==> config.mk <==
export PLATFORM = sky130hd
export DESIGN_NAME = sample_uart_tx
export DESIGN_NICKNAME = d
export VERILOG_FILES = /design/src/rtl/sample_uart_tx.sv
export SDC_FILE = /design/constraint.sdc
export NUM_CORES = 1
export LEC_CHECK = 0
export ABC_CLOCK_PERIOD_IN_PS = 2790
export BUFFER_PORTS_ARGS = -buffer_cell sky130_fd_sc_hd__buf_2
export CAP_MARGIN = 10
export CORE_MARGIN = 1
export CORE_UTILIZATION = 40
export CTS_CLUSTER_SIZE = 8
export DETAILED_ROUTE_END_ITERATION = 16
export HOLD_SLACK_MARGIN = 0.12
export PLACE_DENSITY_LB_ADDON = 0.12
export RECOVER_POWER = 25
export SKIP_CTS_REPAIR_TIMING = 1
export SLEW_MARGIN = 10
export SYNTH_ARGS = -nofsm -noshare
export SYNTH_HDL_FRONTEND = slang
export SYNTH_SLANG_ARGS = --single-unit
==> constraint.sdc <==
create_clock -name clk -period 2.79 [get_ports clk]
set_input_delay 0.279 -clock clk [delete_from_list [all_inputs] [get_ports clk]]
set_output_delay 0.279 -clock clk [all_outputs]
set_load 0.005 [all_outputs]
==> src/rtl/sample_uart_tx.sv <==
// Sample FIFO feeding an 8N1 UART transmitter with a registered tx line and a sticky overflow flag.
// Optional: define UART_TX_PARITY_EN to append an even-parity bit (8E1, 11-bit frame).
module sample_uart_tx #(
   parameter int BAUD_DIV   = 868,
   parameter int FIFO_DEPTH = 4
) (
   input  logic                          clk,
   input  logic                          rst_n,
   input  logic [7:0]                    sample_in,
   input  logic                          sample_valid,
   output logic                          sample_ready,
   output logic                          tx,
   output logic                          busy,
   output logic                          overflow,
   output logic [$clog2(FIFO_DEPTH):0]   fifo_level
);

   localparam int AW = $clog2(FIFO_DEPTH);
   localparam int LW = AW + 1;
   localparam int CW = $clog2(BAUD_DIV);

`ifdef UART_TX_PARITY_EN
   typedef enum logic [2:0] {IDLE, START, DATA, PARITY, STOP} state_t;
`else
   typedef enum logic [2:0] {IDLE, START, DATA, STOP} state_t;
`endif

   state_t          state, state_d;
   logic [7:0]      mem [FIFO_DEPTH];
   logic [AW-1:0]   wr_ptr, rd_ptr;
   logic [LW-1:0]   level;
   logic [CW-1:0]   cnt;
   logic [2:0]      idx;
   logic [7:0]      shift, shift_d;
   logic            tx_d, full, push, pop, bit_done;
`ifdef UART_TX_PARITY_EN
   logic            par;
`endif

   // Ready comes only from the registered level, so a same-edge pop never frees a slot.
   assign full         = (level == LW'(FIFO_DEPTH));
   assign sample_ready = !full;
   assign push         = sample_valid && !full;
   assign pop          = (state == IDLE) && (level != '0);
   assign bit_done     = (cnt == CW'(BAUD_DIV - 1));
   assign fifo_level   = level;

   always_ff @(posedge clk) begin
      if (push) mem[wr_ptr] <= sample_in;
   end

   always_ff @(posedge clk or negedge rst_n) begin
      if (!rst_n) begin
         wr_ptr   <= '0;
         rd_ptr   <= '0;
         level    <= '0;
         overflow <= 1'b0;
      end else begin
         if (push) wr_ptr <= wr_ptr + 1'b1;
         if (pop)  rd_ptr <= rd_ptr + 1'b1;
         case ({push, pop})
            2'b10:   level <= level + LW'(1);
            2'b01:   level <= level - LW'(1);
            default: level <= level;
         endcase
         if (sample_valid && full) overflow <= 1'b1;
      end
   end

   // State register
   always_ff @(posedge clk or negedge rst_n) begin
      if (!rst_n) state <= IDLE;
      else        state <= state_d;
   end

   // Next-state logic
   always_comb begin
      state_d = state;
      case (state)
         IDLE:  if (level != '0) state_d = START;
         START: if (bit_done) state_d = DATA;
`ifdef UART_TX_PARITY_EN
         DATA:   if (bit_done && idx == 3'd7) state_d = PARITY;
         PARITY: if (bit_done) state_d = STOP;
`else
         DATA:  if (bit_done && idx == 3'd7) state_d = STOP;
`endif
         STOP:  if (bit_done) state_d = IDLE;
         default: state_d = IDLE;
      endcase
   end

   // Output logic: tx is computed for the upcoming state and registered below.
   always_comb begin
      shift_d = shift;
      if (pop)                           shift_d = mem[rd_ptr];
      else if (state == DATA && bit_done) shift_d = shift >> 1;
      case (state_d)
         START:   tx_d = 1'b0;
         DATA:    tx_d = shift_d[0];
`ifdef UART_TX_PARITY_EN
         PARITY:  tx_d = par;
`endif
         default: tx_d = 1'b1;
      endcase
      busy = (state != IDLE) || (level != '0);
   end

   always_ff @(posedge clk or negedge rst_n) begin
      if (!rst_n) begin
         cnt   <= '0;
         idx   <= '0;
         shift <= '0;
         tx    <= 1'b1;
`ifdef UART_TX_PARITY_EN
         par   <= 1'b0;
`endif
      end else begin
         shift <= shift_d;
         tx    <= tx_d;
         if (pop) begin
            cnt <= '0;
            idx <= '0;
`ifdef UART_TX_PARITY_EN
            par <= ^mem[rd_ptr];
`endif
         end else if (state != IDLE) begin
            if (bit_done) begin
               cnt <= '0;
               if (state == DATA) idx <= idx + 1'b1;
            end else begin
               cnt <= cnt + 1'b1;
            end
         end
      end
   end

endmodule

Word level (Yosys, flattened, before mapping)
Memory sizes are Yosys's and may differ from the RTL's.
Index checks and enable logic that the tools add are counted.
{ "word_totals": {"latchBits": 0, "rom_bits": 0, "out_inout_bits": 7, "reg_bits": 33, "n_memories": 1, "mem_bits_rw": 32} }
{ "op_classes": {"muxes": 18, "reduce_logical": 16, "shift": 0, "order_cmp": 0, "n_eq_ne": 10, "bitwise_logic": 0, "addsub": 6, "div_mod_pow": 0, "multipliers": 0} }
{ "mem_list": {"columns": ["memory", "words", "width", "rd", "rd_clocked_by_memory_dff", "wr", "line", "source"], "rows": [
  ["mem", 4, 8, 1, 0, 1, "29", "logic [7:0] mem [FIFO_DEPTH];"]
]} }
{ "op_table": {"columns": ["op", "count"], "rows": [
  ["$mux W10", 3],
  ["$mux W3", 8],
  ["$mux W8", 2],
  ["$pmux W3 S4", 1],
  ["$add A10 B1 Y10 const B", 1],
  ["$eq A10 B10 Y1 const B", 1],
  ["$reduce_bool A2 Y1", 5],
  ["$eq A3 B2 Y1 const B", 3],
  ["$add A3 B1 Y3 const B", 2],
  ["$eq A3 B1 Y1 const B", 2],
  ["$eq A3 B3 Y1 const B", 2],
  ["$pmux W3 S2", 1],
  ["$reduce_bool A3 Y1", 2],
  ["$logic_and A1 B1 Y1", 5],
  ["$add A2 B1 Y2 const B", 2],
  ["$logic_not A3 Y1", 1],
  ["$reduce_and A3 Y1", 1],
  ["$sub A3 B1 Y3 const B", 1],
  ["$eq A2 B1 Y1 const B", 1],
  ["$eq A2 B2 Y1 const B", 1],
  ["$mux W1", 2],
  ["$pmux W1 S2", 1],
  ["$logic_not A1 Y1", 1],
  ["$logic_or A1 B1 Y1", 1]
]} }

Depth between registers and ports, before layout
{ "logic_depth": {"ltp_word": 6, "mapped_depth": 10, "ltp_nobuf": 9} }

Worst setup path after synthesis
Ideal clock, no wire load.
{ "synth_path": {"kind": "reg-to-reg", "from": "register state[1]", "to": "register level[2], in the netlist fifo_level[2]", "path_stages_with_launch": 11, "period_less_slack_ns": 2.290, "path_slack_ns": 0.500, "arrival_time_ns": 2.211, "n_path_buf": 1, "cell_sequence": "dfrtp_1 buf_4 nor3_1 nand2_4 inv_4 ha_1 inv_1 fa_1 xor2_1 nor2_1 xor2_1"} }
{ "synth_between": {"elab_chain_cells": 4} }
{ "synth_lines": {"columns": ["element", "line", "source"], "rows": [
  ["from (decl)", "28", "state_t state, state_d;"],
  ["from (signal assigned)", "73", "else state <= state_d;"],
  ["$logic_not A3 Y1 (*)", "44", "assign pop = (state == IDLE) && (level != '0);"],
  ["$logic_and A1 B1 Y1 (*)", "44", null],
  ["named net pop", "35", "logic tx_d, full, push, pop, bit_done;"],
  ["$eq A2 B1 Y1 / $eq A2 B2 Y1 (equally long branches)", "61", "case ({push, pop})"],
  ["$pmux W3 S2 / $reduce_bool A2 Y1 (equally long branches)", null, null],
  ["to (signal assigned)", "62", "2'b10: level <= level + LW'(1);"],
  ["to (signal assigned)", "63", "2'b01: level <= level - LW'(1);"],
  ["to (signal assigned)", "64", "default: level <= level;"],
  ["to (decl)", "31", "logic [LW-1:0] level;"]
]} }
The timed path passes the listed nets; every way through them passes the cells marked *.
A chain may end at the register's enable or synchronous reset.

Worst setup path after layout
{ "layout_path": {"from": "register state[2]", "to": "register level[2], in the netlist fifo_level[2]"} }
The elaborated chain is that of the path after synthesis.

==> flow_summary_export.csv <==
group,metric,value,unit
floorplan,die-height,87.7,um
timing,tns,0,ps
power_and_ir_drop,finalPower,3.19,mW
synthesis,synth_area_leaders,"edfxtp_1, dfrtp_1, mux4_2, ha_1, mux2_4",
place,detailed_place_hpwl,3650,um
cells_and_area,multi_input_comb_area,1090,sq um
place,portBuffers,17,
synthesis,synthArstFlopShare,50.8,%
clocking,clock-root-buffer,"clkbuf_8",
cells_and_area,area_growth,13.4,%
synthesis,ys_seq_elements,65,
timing,fmax,447,MHz
clocking,cts_sinks,65,
global_route,grt_max_degree,34,
critical_path,worst-path-max-fanout,10,
cells_and_area,seqCellArea,1790,sq um
critical_path,worstSetupPathType,"reg -> reg",
synthesis,synth_edf_count,32,
place,placed_cell_area,3120,sq um
timing,post-route-period-util,80.2,%
detailed_routing,vias,1662,
min_path,hold_class,"in -> reg",
global_route,grt_usage,15.9,%
clocking,cts_buffers,9,
place,finalWeightedCongestion,0.852,
cells_and_area,drive_gt1_share,24.6,%
synthesis,synth_compound_area_share,5.71,%
floorplan,dieArea,7690,sq um
floorplan,num_rows,30,
power_and_ir_drop,leakagePower,1.34,nW
floorplan,die_x,87.7,um
synthesis,synth_common_cells,"dfrtp_1, edfxtp_1, nor2_1",
power_and_ir_drop,peakVddDrop,0.000407,V
global_route,antenna_found_initial,0,
detailed_routing,routed_wl,5280,um
floorplan,design.core.area,6940,sq um
synthesis,synth_xor_area_share,4.18,%
critical_path,critPathCaptureType,"flip-flop",
cells_and_area,antenna_cells,0,
synthesis,synth_top_family_by_area,"multiplexers",
critical_path,worstPathArrival,2490,ps
cells_and_area,fillers,613,
run_status,outcome,"complete, but fails checks",
detailed_routing,dr.pass1.iters,5,
timing,finalMaxSlewViolations,34,
critical_path,required,3040,ps
critical_path,startpoint_type,"flip-flop",
floorplan,pin_count,18,
synthesis,syn_avg_cell_area,14.8,sq um
place,place_inst,307,
global_route,grt_overflow,0,
synthesis,synth_ff_type,"edfxtp_1",
timing,rsz0062_at_grt,"false",
global_route,grt_first_pass_wirelength,8760,um
synthesis,synth_fa_ha_area_share,4.09,%
timing,hold_viol_final,0,
clocking,clock_path_buffers,2,
detailed_routing,routedWlPerCell,16.3,um
cells_and_area,fin_nets,243,
clocking,htreeDepth,3,
synthesis,synthMuxAreaShare,13.3,%
detailed_routing,initialDrtViolationCount,91,
timing,skew,7.36,ps
detailed_routing,drc,0,
timing,max-slew-margin-rel,-23.0,%
synthesis,yosysTopAreaCellShare,32.7,%
global_route,first_global_vias,1733,
run_status,violations,"max-capacitance violations, max-slew violations",
synthesis,synthSimpleGateAreaFrac,9.63,%
synthesis,yosys.cell_types.count,52,
clocking,path_clk_slew,70,ps
detailed_routing,antenna_left,0,
cells_and_area,postLayoutCellArea,3330,sq um
timing,period_minus_slack,2240,ps
floorplan,initial_core_util,42.3,%
cells_and_area,final_cells,324,
synthesis,ys_seq_area_share,60.9,%
power_and_ir_drop,pwr_density_cell,957,nW/um^2
synthesis,yosys.area.top_type,"edfxtp_1",
synthesis,synth_area,2940,sq um
clocking,cts_tree,"built",
flow_run,drv_cap,1,
detailed_routing,viasPerCell,5.13,
synthesis,postSynthCellCount,199,
synthesis,syn-num-nets,219,
clocking,insertion_delay,330,ps
cells_and_area,finalCoreUtilization,47.9,%
timing,worstMarginPinSlew,1850,ps
timing,setup_violations,0,
synthesis,yosys_warnings,0,
-- critical path, cell delays in order, from the launching register on --
cell	delay, ps
dfrtp_1	450
nor3_1	210
buf_4	170
nand2_4	100
inv_4	160
ha_1	210
inv_1	60
fa_1	370
xor2_1	150
nor2_1	110
xor2_1	160
-- state kept, by name, indices dropped and copies added, names as in the netlist --
name	count
rd_ptr	2
fifo_level	3
tx	1
shift	8
idx	3
overflow	1
cnt	10
state	3
mem	32
wr_ptr	2
-- worst paths after layout --
check	start	to	slack (ps)	cells past startpoint
max	state[2]	fifo_level[2]	550	10
min in group asynchronous	rst_n	shift[2]	980	2
min	sample_in[6]	mem[2][6]	200	1
min reg2reg	overflow	overflow	470	1
max in group asynchronous	rst_n	fifo_level[0]	730	2
max reg2reg	state[2]	fifo_level[2]	550	10
-- cell families after synthesis --
logic type | after synthesis
xor gates and xnor gates | 14
muxes | 25
and+or+nand+nor | 48
AOI/OAI and AO/OA | 23
DFF | 65
other | 1
buffers and inverters | 14
adders and majority gates | 9
-- placed cells by master (no fill, tap or decap), drive strengths merged, types with 2 or more instances in the layout --
master,count
a2111oi,2
edfxtp,32
nor3,2
o21ai,4
or3,5
mux4,8
buf,9
ha,8
xor2,5
mux2,14
a21oi,5
mux2i,3
nand4,2
xnor2,9
a21o,3
nand2,9
dfrtp,32
clkbuf,19
bufinv,2
nor4,2
and3,7
clkinv,4
nor2,15
inv,8
-- metal layers --
metal | track usage [%] | part of all wire (%)
met1 | 22.5 | 49
met3 | 3.49 | 3.5
met2 | 23.2 | 45
met5 | 0 | 0
met4 | 8.49 | 2.0
-- stage by stage --
step                      setup WS (ps)  hold WS [ps]
after floorplan                     500         -16.6
after global placement              675           372
after detailed placement            581           395
after CTS                           538          35.1
after global routing                334           205
final                               552           199
-- cell type report --
cell class	instances	area share, %
inverters	8	0.977
clock buffers	10	3.83
clock inverters	6	2.48
repair buffers	19	2.74
well taps	96	3.61
multi-input cells	120	32.7
flip-flops and latches	65	53.7
-- report_power, final --
group	internal [mW]	switching (mW)	total, mW
logic	0.464	0.391	0.855
registers	1.26	0.217	1.48
clock network	0.499	0.352	0.851
No activity file was read; power rests on OpenSTA's default activity.
